`src/rtl/usb_spi_xfer_engine_if.sv`:
```
// ---------------------------------------------------------------------------
// usb_spi_xfer_engine_if
// Bundles every non-clock/reset signal of usb_spi_xfer_engine.
//   master : host side (drives transfer control, TX writes, RX read address,
//            and the SPI MISO line from the slave device)
//   slave  : engine side (drives status, TX ready, RX read data, SPI outputs)
// Signals:
//   start, xfer_len[AW:0], cs_sel[CSW-1:0], cpol, cpha, clk_div[DIV_W-1:0]
//   wr_valid, wr_data[7:0], wr_ready          TX byte stream
//   rd_addr[AW-1:0], rd_data[7:0]             RX buffer read port
//   busy, done, rx_count[AW:0]                transfer status
//   spi_clk, spi_mosi, spi_csn[NUM_CS-1:0], spi_miso   SPI bus
// ---------------------------------------------------------------------------
interface usb_spi_xfer_engine_if #(
  parameter int unsigned DEPTH  = 64,
  parameter int unsigned NUM_CS = 2,
  parameter int unsigned DIV_W  = 8
);
  localparam int unsigned AW  = $clog2(DEPTH);
  localparam int unsigned CSW = (NUM_CS > 1) ? $clog2(NUM_CS) : 1;

  logic              start;
  logic [AW:0]       xfer_len;
  logic [CSW-1:0]    cs_sel;
  logic              cpol;
  logic              cpha;
  logic [DIV_W-1:0]  clk_div;
  logic              wr_valid;
  logic [7:0]        wr_data;
  logic              wr_ready;
  logic [AW-1:0]     rd_addr;
  logic [7:0]        rd_data;
  logic              busy;
  logic              done;
  logic [AW:0]       rx_count;
  logic              spi_clk;
  logic              spi_mosi;
  logic [NUM_CS-1:0] spi_csn;
  logic              spi_miso;

  modport master (
    output start, xfer_len, cs_sel, cpol, cpha, clk_div,
    output wr_valid, wr_data, rd_addr, spi_miso,
    input  wr_ready, rd_data, busy, done, rx_count,
    input  spi_clk, spi_mosi, spi_csn
  );

  modport slave (
    input  start, xfer_len, cs_sel, cpol, cpha, clk_div,
    input  wr_valid, wr_data, rd_addr, spi_miso,
    output wr_ready, rd_data, busy, done, rx_count,
    output spi_clk, spi_mosi, spi_csn
  );
endinterface

```
`src/rtl/usb_spi_xfer_engine.sv`:
```
// ---------------------------------------------------------------------------
// usb_spi_xfer_engine
// Buffered SPI master. A transfer of up to DEPTH bytes is requested with
// start; TX bytes are streamed in through wr_valid/wr_ready and clocked out
// MSB-first as soon as they arrive (the engine stalls in WAIT with chip
// select held low if the TX stream runs dry). Received bytes land in an RX
// buffer readable through rd_addr/rd_data (1-cycle latency).
// Ports:
//   clk    system clock, rising edge
//   reset  asynchronous, active-low
//   bus    usb_spi_xfer_engine_if.slave (control, TX/RX buffers, status, SPI)
// ---------------------------------------------------------------------------
module usb_spi_xfer_engine #(
  parameter int unsigned DEPTH  = 64,
  parameter int unsigned NUM_CS = 2,
  parameter int unsigned DIV_W  = 8
) (
  input  logic                    clk,
  input  logic                    reset,
  usb_spi_xfer_engine_if.slave    bus
);
  localparam int unsigned AW  = $clog2(DEPTH);
  localparam int unsigned CSW = (NUM_CS > 1) ? $clog2(NUM_CS) : 1;
  localparam logic [AW:0] LEN_MAX = (AW+1)'(DEPTH);

  typedef enum logic [2:0] {IDLE, WAIT, SHIFT, HOLD, DONE} state_e;

  state_e            state_q, state_d;
  logic [AW:0]       len_q, len_d;
  logic [CSW-1:0]    cs_q, cs_d;
  logic              cpol_q, cpol_d;
  logic              cpha_q, cpha_d;
  logic [DIV_W-1:0]  div_q, div_d;
  logic [AW:0]       wr_cnt_q, wr_cnt_d;
  logic [AW:0]       tx_cnt_q, tx_cnt_d;
  logic [AW:0]       rx_cnt_q, rx_cnt_d;
  logic [DIV_W-1:0]  div_cnt_q, div_cnt_d;
  logic [3:0]        edge_q, edge_d;
  logic [7:0]        tx_sh_q, tx_sh_d;
  logic [7:0]        rx_sh_q, rx_sh_d;
  logic              sclk_q, sclk_d;
  logic              mosi_q, mosi_d;
  logic [NUM_CS-1:0] csn_q, csn_d;

  logic [7:0]        tx_mem [DEPTH];
  logic [7:0]        rx_mem [DEPTH];
  logic [7:0]        rd_data_q;

  logic              wr_ready;
  logic              tx_we;
  logic              rx_we;
  logic [7:0]        rx_byte;
  logic [AW:0]       start_len;
  logic [AW:0]       tx_cnt_inc;

  assign tx_cnt_inc = tx_cnt_q + 1'b1;

  // Effective length: clamped to buffer depth, and an out-of-range chip
  // select turns the request into an empty transfer.
  always_comb begin
    start_len = bus.xfer_len;
    if (32'(bus.cs_sel) >= NUM_CS) begin
      start_len = '0;
    end else if (bus.xfer_len > LEN_MAX) begin
      start_len = LEN_MAX;
    end
  end

  always_comb begin
    state_d   = state_q;
    len_d     = len_q;
    cs_d      = cs_q;
    cpol_d    = cpol_q;
    cpha_d    = cpha_q;
    div_d     = div_q;
    wr_cnt_d  = wr_cnt_q;
    tx_cnt_d  = tx_cnt_q;
    rx_cnt_d  = rx_cnt_q;
    div_cnt_d = div_cnt_q;
    edge_d    = edge_q;
    tx_sh_d   = tx_sh_q;
    rx_sh_d   = rx_sh_q;
    sclk_d    = sclk_q;
    mosi_d    = mosi_q;
    csn_d     = csn_q;
    rx_we     = 1'b0;
    rx_byte   = '0;

    wr_ready = (state_q != IDLE) && (state_q != DONE) && (wr_cnt_q < len_q);
    tx_we    = bus.wr_valid && wr_ready;
    if (tx_we) begin
      wr_cnt_d = wr_cnt_q + 1'b1;
    end

    unique case (state_q)
      IDLE: begin
        sclk_d = cpol_q;
        if (bus.start) begin
          len_d    = start_len;
          cs_d     = bus.cs_sel;
          cpol_d   = bus.cpol;
          cpha_d   = bus.cpha;
          div_d    = bus.clk_div;
          wr_cnt_d = '0;
          tx_cnt_d = '0;
          rx_cnt_d = '0;
          sclk_d   = bus.cpol;
          if (start_len == '0) begin
            state_d = DONE;
          end else begin
            for (int unsigned i = 0; i < NUM_CS; i++) begin
              if (bus.cs_sel == CSW'(i)) csn_d[i] = 1'b0;
            end
            state_d = WAIT;
          end
        end
      end

      WAIT: begin
        sclk_d = cpol_q;
        // Registered wr_count only: a write landing this cycle is picked up
        // on the next pass through WAIT.
        if (wr_cnt_q > tx_cnt_q) begin
          tx_sh_d   = tx_mem[tx_cnt_q[AW-1:0]];
          div_cnt_d = '0;
          edge_d    = '0;
          if (!cpha_q) mosi_d = tx_mem[tx_cnt_q[AW-1:0]][7];
          state_d   = SHIFT;
        end
      end

      SHIFT: begin
        if (div_cnt_q == div_q) begin
          div_cnt_d = '0;
          sclk_d    = ~sclk_q;
          edge_d    = edge_q + 4'd1;
          // Even edge index = leading edge, odd = trailing edge.
          if (!edge_q[0]) begin
            if (!cpha_q) begin
              rx_sh_d = {rx_sh_q[6:0], bus.spi_miso};
            end else begin
              mosi_d  = tx_sh_q[7];
              tx_sh_d = {tx_sh_q[6:0], 1'b0};
            end
          end else begin
            if (!cpha_q) begin
              mosi_d  = tx_sh_q[6];
              tx_sh_d = {tx_sh_q[6:0], 1'b0};
            end else begin
              rx_sh_d = {rx_sh_q[6:0], bus.spi_miso};
            end
          end
          // The 16th toggle closes the byte; with cpha=1 the 8th sample is
          // taken on this same edge, so it is folded in directly.
          if (edge_q == 4'd15) begin
            rx_we    = 1'b1;
            rx_byte  = cpha_q ? {rx_sh_q[6:0], bus.spi_miso} : rx_sh_q;
            tx_cnt_d = tx_cnt_inc;
            rx_cnt_d = rx_cnt_q + 1'b1;
            state_d  = (tx_cnt_inc < len_q) ? WAIT : HOLD;
          end
        end else begin
          div_cnt_d = div_cnt_q + 1'b1;
        end
      end

      HOLD: begin
        sclk_d = cpol_q;
        if (div_cnt_q == div_q) begin
          csn_d   = '1;
          state_d = DONE;
        end else begin
          div_cnt_d = div_cnt_q + 1'b1;
        end
      end

      DONE: begin
        sclk_d  = cpol_q;
        state_d = IDLE;
      end

      default: state_d = IDLE;
    endcase
  end

  always_ff @(posedge clk or negedge reset) begin
    if (!reset) begin
      state_q   <= IDLE;
      len_q     <= '0;
      cs_q      <= '0;
      cpol_q    <= 1'b0;
      cpha_q    <= 1'b0;
      div_q     <= '0;
      wr_cnt_q  <= '0;
      tx_cnt_q  <= '0;
      rx_cnt_q  <= '0;
      div_cnt_q <= '0;
      edge_q    <= '0;
      tx_sh_q   <= '0;
      rx_sh_q   <= '0;
      sclk_q    <= 1'b0;
      mosi_q    <= 1'b0;
      csn_q     <= '1;
    end else begin
      state_q   <= state_d;
      len_q     <= len_d;
      cs_q      <= cs_d;
      cpol_q    <= cpol_d;
      cpha_q    <= cpha_d;
      div_q     <= div_d;
      wr_cnt_q  <= wr_cnt_d;
      tx_cnt_q  <= tx_cnt_d;
      rx_cnt_q  <= rx_cnt_d;
      div_cnt_q <= div_cnt_d;
      edge_q    <= edge_d;
      tx_sh_q   <= tx_sh_d;
      rx_sh_q   <= rx_sh_d;
      sclk_q    <= sclk_d;
      mosi_q    <= mosi_d;
      csn_q     <= csn_d;
    end
  end

  // Buffers carry no reset; only indices below rx_count are meaningful.
  always_ff @(posedge clk) begin
    if (tx_we) tx_mem[wr_cnt_q[AW-1:0]] <= bus.wr_data;
    if (rx_we) rx_mem[tx_cnt_q[AW-1:0]] <= rx_byte;
    rd_data_q <= rx_mem[bus.rd_addr];
  end

  assign bus.wr_ready = wr_ready;
  assign bus.rd_data  = rd_data_q;
  assign bus.busy     = (state_q != IDLE);
  assign bus.done     = (state_q == DONE);
  assign bus.rx_count = rx_cnt_q;
  assign bus.spi_clk  = sclk_q;
  assign bus.spi_mosi = mosi_q;
  assign bus.spi_csn  = csn_q;

  logic unused_cs;
  assign unused_cs = ^cs_q;
endmodule

```
`src/flat_wrapper.sv`:
```
// flat-port wrapper written by rule: the top's interface ports become plain ports
module usb_spi_xfer_engine_flat 
#(
  parameter int unsigned DEPTH  = 64,
  parameter int unsigned NUM_CS = 2,
  parameter int unsigned DIV_W  = 8
)
  (clk, reset, bus_start, bus_xfer_len, bus_cs_sel, bus_cpol, bus_cpha, bus_clk_div, bus_wr_valid, bus_wr_data, bus_rd_addr, bus_spi_miso, bus_wr_ready, bus_rd_data, bus_busy, bus_done, bus_rx_count, bus_spi_clk, bus_spi_mosi, bus_spi_csn);
  usb_spi_xfer_engine_if #(.DEPTH(DEPTH), .NUM_CS(NUM_CS), .DIV_W(DIV_W)) bus_i ();
  input  logic clk;
  input  logic reset;
  input wire logic [$bits(bus_i.start)-1:0] bus_start;
  input wire logic [$bits(bus_i.xfer_len)-1:0] bus_xfer_len;
  input wire logic [$bits(bus_i.cs_sel)-1:0] bus_cs_sel;
  input wire logic [$bits(bus_i.cpol)-1:0] bus_cpol;
  input wire logic [$bits(bus_i.cpha)-1:0] bus_cpha;
  input wire logic [$bits(bus_i.clk_div)-1:0] bus_clk_div;
  input wire logic [$bits(bus_i.wr_valid)-1:0] bus_wr_valid;
  input wire logic [$bits(bus_i.wr_data)-1:0] bus_wr_data;
  input wire logic [$bits(bus_i.rd_addr)-1:0] bus_rd_addr;
  input wire logic [$bits(bus_i.spi_miso)-1:0] bus_spi_miso;
  output wire logic [$bits(bus_i.wr_ready)-1:0] bus_wr_ready;
  output wire logic [$bits(bus_i.rd_data)-1:0] bus_rd_data;
  output wire logic [$bits(bus_i.busy)-1:0] bus_busy;
  output wire logic [$bits(bus_i.done)-1:0] bus_done;
  output wire logic [$bits(bus_i.rx_count)-1:0] bus_rx_count;
  output wire logic [$bits(bus_i.spi_clk)-1:0] bus_spi_clk;
  output wire logic [$bits(bus_i.spi_mosi)-1:0] bus_spi_mosi;
  output wire logic [$bits(bus_i.spi_csn)-1:0] bus_spi_csn;
  assign bus_i.start = bus_start;
  assign bus_i.xfer_len = bus_xfer_len;
  assign bus_i.cs_sel = bus_cs_sel;
  assign bus_i.cpol = bus_cpol;
  assign bus_i.cpha = bus_cpha;
  assign bus_i.clk_div = bus_clk_div;
  assign bus_i.wr_valid = bus_wr_valid;
  assign bus_i.wr_data = bus_wr_data;
  assign bus_i.rd_addr = bus_rd_addr;
  assign bus_i.spi_miso = bus_spi_miso;
  assign bus_wr_ready = bus_i.wr_ready;
  assign bus_rd_data = bus_i.rd_data;
  assign bus_busy = bus_i.busy;
  assign bus_done = bus_i.done;
  assign bus_rx_count = bus_i.rx_count;
  assign bus_spi_clk = bus_i.spi_clk;
  assign bus_spi_mosi = bus_i.spi_mosi;
  assign bus_spi_csn = bus_i.spi_csn;
  usb_spi_xfer_engine #(.DEPTH(DEPTH), .NUM_CS(NUM_CS), .DIV_W(DIV_W)) u_core (.clk(clk), .reset(reset), .bus(bus_i));
endmodule
```
`config.mk`:
```
export PLATFORM = sky130hd
export DESIGN_NAME = usb_spi_xfer_engine_flat
export DESIGN_NICKNAME = d
export VERILOG_FILES = /design/src/rtl/usb_spi_xfer_engine_if.sv /design/src/rtl/usb_spi_xfer_engine.sv /design/src/flat_wrapper.sv
export SDC_FILE = /design/constraint.sdc
export NUM_CORES = 1
export LEC_CHECK = 0
export ABC_AREA = 1
export ABC_CLOCK_PERIOD_IN_PS = 10040
export CORE_UTILIZATION = 36
export CTS_CLUSTER_DIAMETER = 50
export DETAILED_ROUTE_END_ITERATION = 6
export GPL_TIMING_DRIVEN = 0
export RECOVER_POWER = 25
export SYNTH_ARGS = -nofsm -noshare
export SYNTH_HDL_FRONTEND = slang
export SYNTH_SLANG_ARGS = --single-unit
```
`constraint.sdc`:
```
create_clock -name clk -period 10.04 [get_ports clk]
set_input_delay 1.506 -clock clk [delete_from_list [all_inputs] [get_ports clk]]
set_output_delay 1.506 -clock clk [all_outputs]
set_load 0.005 [all_outputs]
```
[After elaboration in Yosys (flattened, before gate mapping)]
Memories as Yosys holds them, arrays and structs flattened. A register that Yosys moved wholly into a read port is not among the register bits.
Cells that the tools add are included.
W data, S select, Z words.
Word-level totals
  register bits: 73
  RAM bits: 1024
  bits of input ports: 37
  output and inout bits: 22
  memories kept: 2
Memory list
  u_core.rx_mem: depth 64, bits a word 8, rd ports 1, clocked after memory_dff 1, write ports 1, line usb_spi_xfer_engine.sv:46  | logic [7:0] rx_mem [DEPTH];
  u_core.tx_mem: depth 64, bits a word 8, rd ports 1, clocked after memory_dff 0, write ports 1, line usb_spi_xfer_engine.sv:45  | logic [7:0] tx_mem [DEPTH];
Cells by class
  $add $sub $neg: 5
  magnitude comparators: 4
  equal/unequal tests: 20
  multiplexer cells: 61
  bitwise logic cells: 1
  reduce and logical (&&, ||, !) cells: 23
Operator list (number)
  $mux W8: 14
  $mux W7: 9
  $pmux W7 S2: 2
  $pmux W8 S3: 1
  $add A7 B1 Y7 const B: 3
  $reduce_and A5 Y1: 4
  $mux W3: 6
  $mux W1: 17
  $pmux W8 S2: 1
  $lt A7 B7 Y1: 2
  $ne A2 B2 Y1 const B: 7
  $pmux W3 S4: 1
  $reduce_and A3 Y1: 3
  $reduce_bool A3 Y1: 3
  $add A8 B1 Y8 const B: 1
  $eq A8 B8 Y1: 1
  $mux W2: 4
  $mux W4: 2
  $ne A2 B1 Y1 const B: 4
  $pmux W4 S2: 1
  $gt A7 B7 Y1: 1
  $gt A7 B7 Y1 const B: 1
  $logic_not A7 Y1: 1
  $eq A3 B2 Y1 const B: 2
  17 further kinds: 23

[Logic depth before layout (Yosys ltp)]
  depth after elaboration: 7
  mapped depth: 15

[Worst setup path after synthesis]
Ideal clock, no wire load.
  path kind: input-to-reg
  start: input bus_spi_miso
  end: memory u_core.rx_mem[0][0], data pin
  setup time: 721 ps
  data arrival time: 4258 ps
  path slack: 5062 ps
  cell stages on the path: 2
  buffers on the path: 0
  cell sequence: inv_1 a211oi_1
On the way
  cells in the longest elaborated chain, start to end: 4
Ends and longest elaborated chain
  start: declaration: line flat_wrapper.sv:21  | input wire logic [$bits(bus_i.spi_miso)-1:0] bus_spi_miso;
  $mux W8
  $mux W8: line usb_spi_xfer_engine.sv:155  | if (edge_q == 4'd15) begin
  $mux W8: line usb_spi_xfer_engine.sv:133  | if (div_cnt_q == div_q) begin
  $mux W8: line usb_spi_xfer_engine.sv:95  | unique case (state_q)
  net u_core.rx_byte[0]: line usb_spi_xfer_engine.sv:52  | logic [7:0] rx_byte;
  end: declaration: line usb_spi_xfer_engine.sv:46
The timed path passes the listed nets, and every way through them passes these cells.

==> results.yml <==
floorplanning:
  die_area_sq_um: 128000
  io_pins: 59
  start_util_pct: 36.3
  rows: 130
  die_h_um: 358
  chipWidth_um: 358
  core_sq_um: 126000
finish:
  final_cell_area_sq_um: 52700
  syn2layout_area_growth_pct: 15.5
  final_nets: 4186
  post-route-util_pct: 41.9
  drive_gt1_share_pct: 8.88
  antenna_cells_inserted: 0
synthesis:
  synth_area_leaders: "edfxtp_1 67%, nand2_1 5.6%, nor2_1 5.5%"
  syn-num-nets: 3983
  ys_async_sr_fraction_pct: 6.61
  synth_area_leader_cell: "edfxtp_1"
  post-synth-top-count-cell: "edfxtp_1"
  ys_seq_area_share_pct: 71.8
  yosys.area.top_type_share_pct: 67.4
  netlist_top_cells_count: "1024 x edfxtp_1, 685 x nand2_1, 665 x nor2_1"
  netlist_instances: 3922
  synth_edf_count: 1024
  synth_cell_type_count: 42
  syn_area_sq_um: 45600
  yosys_warnings: 0
  syn_avg_cell_area_sq_um: 11.6
  synth_seq_cells: 1105
  synthFlopType: "edfxtp_1"
timing:
  setup_viol: 0
  slew_viol_final: 447
  maxSlewHeadroom_pct: -99.7
  period_minus_slack_ns: 4.37
  finalCritPeriodShare_pct: 43.5
  fin_skew_ns: 0.0247
  finalHoldViolations: 0
  grt_setup_unrepaired: "false"
  tightest_slew_ns: 3.00
  fmax_mhz: 229
  totalNegativeSetupSlack_ns: 0
detailed_routing:
  drt_iter0_markers: 3927
  drtPass1Iterations: 7
  routed_via_density: 5.41
  antenna_left: 0
  avgRoutedWirePerCell_um: 24.1
  wl_mm: 141
  highest_layer: "met4"
  met3_length_mm: 12.3
  wl_met2_mm: 66.3
  wl_met1_mm: 56.6
  drcViolationCount: 1
  num_vias: 31700
placed_design:
  hpwl_mm: 97.1
  port-buffer-count: 54
  place_area_sq_um: 48900
  place_congestion: 0.956
global_routing:
  grt_use_total_pct: 21.7
  grt_start_max_net_pins: 55
  gr-total-overflow: 0
  antenna_found_initial: 3
  grt_pass1_wl_mm: 203
  grt_pass1_vias: 30000
critical_path:
  critical_path_arrival_ns: 4.52
  crit_chain: "clkbuf_1, clkbuf_1"
  endpoint_kind: "asynchronous set/reset pin"
  required_ns: 10.19
  cpMostUsedCell: "clkbuf_1"
  start_kind: "input port"
  cp_slowest_cell: "clkbuf_1"
  critPathMaxStageDelay_ns: 2.19
  cp_top_family: "buffers and inverters"
  critPathKind: "in -> async"
  cp_num_buf_inv: 2
  crit_path_max_fanout: 54
clock_tree:
  cts_tree: "done"
  root_buffer: "clkbuf_16"
  cts_made_buffers: 112
  cts_sinks: 1105
  clock_latency_ns: 0.72
  cts_max_path_buffers: 3
  post_cts_buffers: 0
  hold_buffers: 0
  cts_resized: 0
  htreeDepth: 3
  clk_pin_slew_ns: 0.06
run:
  maxCapViolations: 12
run_status:
  status: "finished with violations"
  violations: "design-rule violations, max-capacitance violations, max-slew violations"
worst_hold_path:
  min_path_type: "reg -> reg"
power_and_ir_drop:
  pwr_density_cell_nw_per_um2: 216
  p_leak_uw: 0.0184
  peakVddDrop_mv: 0.139
-- worst paths after layout --
kind                                                        start  slack [ns]  cells after the start                                  to
worst max-delay path                                        reset        5.67                      2     u_core.div_cnt_q[3]$_DFFE_PN0P_
worst min-delay path            u_core.bus.spi_csn[0]$_DFFE_PN1P_        0.47                      2   u_core.bus.spi_csn[0]$_DFFE_PN1P_
worst max register to register     u_core.tx_cnt_q[0]$_DFFE_PN0P_        5.98                      6      u_core.rx_mem[50][5]$_DFFE_PP_
worst min register to register  u_core.bus.spi_csn[0]$_DFFE_PN1P_        0.47                      2   u_core.bus.spi_csn[0]$_DFFE_PN1P_
max in group clk                     u_core.wr_cnt_q[2]$_DFF_PN0_        5.94                      7                        bus_wr_ready
min in group asynchronous                                   reset        0.99                      1  u_core.bus.rx_count[5]$_DFFE_PN0P_
-- state kept, by name (all words and copies together), names as in the netlist, 2 cells and up --
signal	count
u_core.bus.rx_count	7
u_core.rx_sh_q	8
u_core.wr_cnt_q	7
u_core.edge_q	4
u_core.tx_mem	512
u_core.len_q	7
u_core.tx_cnt_q	7
u_core.bus.rd_data	8
u_core.rx_mem	512
u_core.div_cnt_q	8
u_core.bus.spi_csn	2
u_core.div_q	8
u_core.state_q	3
u_core.tx_sh_q	8
-- placed cells by master (no fill, tap or decap), types with 5 or more instances in the layout --
| cell type | instances |
|---|---|
| buf_16 | 5 |
| nand2_1 | 685 |
| clkbuf_1 | 134 |
| o21ai_1 | 32 |
| nand4_1 | 15 |
| xor2_1 | 8 |
| clkinv_2 | 24 |
| nor2_1 | 664 |
| o21ai_0 | 462 |
| nand3_1 | 144 |
| nor3_1 | 9 |
| buf_1 | 14 |
| a211oi_4 | 8 |
| ha_1 | 24 |
| clkinv_1 | 14 |
| mux2i_1 | 7 |
| buf_8 | 20 |
| bufinv_16 | 13 |
| o22ai_1 | 135 |
| inv_2 | 6 |
| buf_2 | 77 |
| xnor2_1 | 8 |
| edfxtp_1 | 1024 |
| inv_1 | 196 |
| o211ai_1 | 91 |
| dfxtp_1 | 8 |
| clkbuf_16 | 122 |
| clkinv_4 | 8 |
| buf_4 | 12 |
| or2_2 | 42 |
| clkdlybuf4s50_1 | 44 |
| dfrtp_1 | 71 |
| a21oi_1 | 46 |
-- routing by layer --
| metal | GRT usage [%] | up-vias |
|---|---|---|
| met5 | 0 | - |
| met4 | 8.94 | 0 |
| met3 | 4.08 | 307 |
| met2 | 35.2 | 1678 |
| met1 | 28.6 | 15500 |
| li1 | - | 14200 |
-- per-stage QoR --
| step | hold slack, ns | std cells | worst slack, ns | total power, uW |
|---|---|---|---|---|
| after floorplan | 0.450 | 3922 | 5.06 | 6260 |
| after global placement | 0.457 | 5626 | 0.0453 | 7010 |
| after detailed placement | 0.470 | 5661 | 5.59 | 7050 |
| after CTS | 0.480 | 5872 | 5.91 | 11400 |
| after global routing | 0.496 | 5872 | 4.85 | 11700 |
| final | 0.473 | 5872 | 5.67 | 11400 |
-- where the power goes --
| part | internal, uW | switching [uW] | leakage [uW] | total, uW |
|---|---|---|---|---|
| Sequential | 5110 | 79.9 | 0.0101 | 5190 |
| Combinational | 472 | 1320 | 0.00644 | 1790 |
| Clock | 2580 | 1840 | 0.00192 | 4420 |
-- kinds of logic after synthesis --
group / share of synthesized area (%)
flops: 71.8
mux: 0.154
compound gates: 9.57
xor+xnor: 0.307
buf+inv: 3.69
simple gates: 13.9
fa+ha+maj: 0.658
-- area by class of cell --
type	instances	area (sq um)
Timing Repair Buffer	89	975
Multi-Input combinational cell	2407	11300
Sequential cell	1105	32700
Inverter	204	766
Buffer	206	918
Tap cell	1650	2060
Fill cell	11700	73000
Clock inverter	68	734
Clock buffer	143	3170
Power figures use the tool's default switching activity.
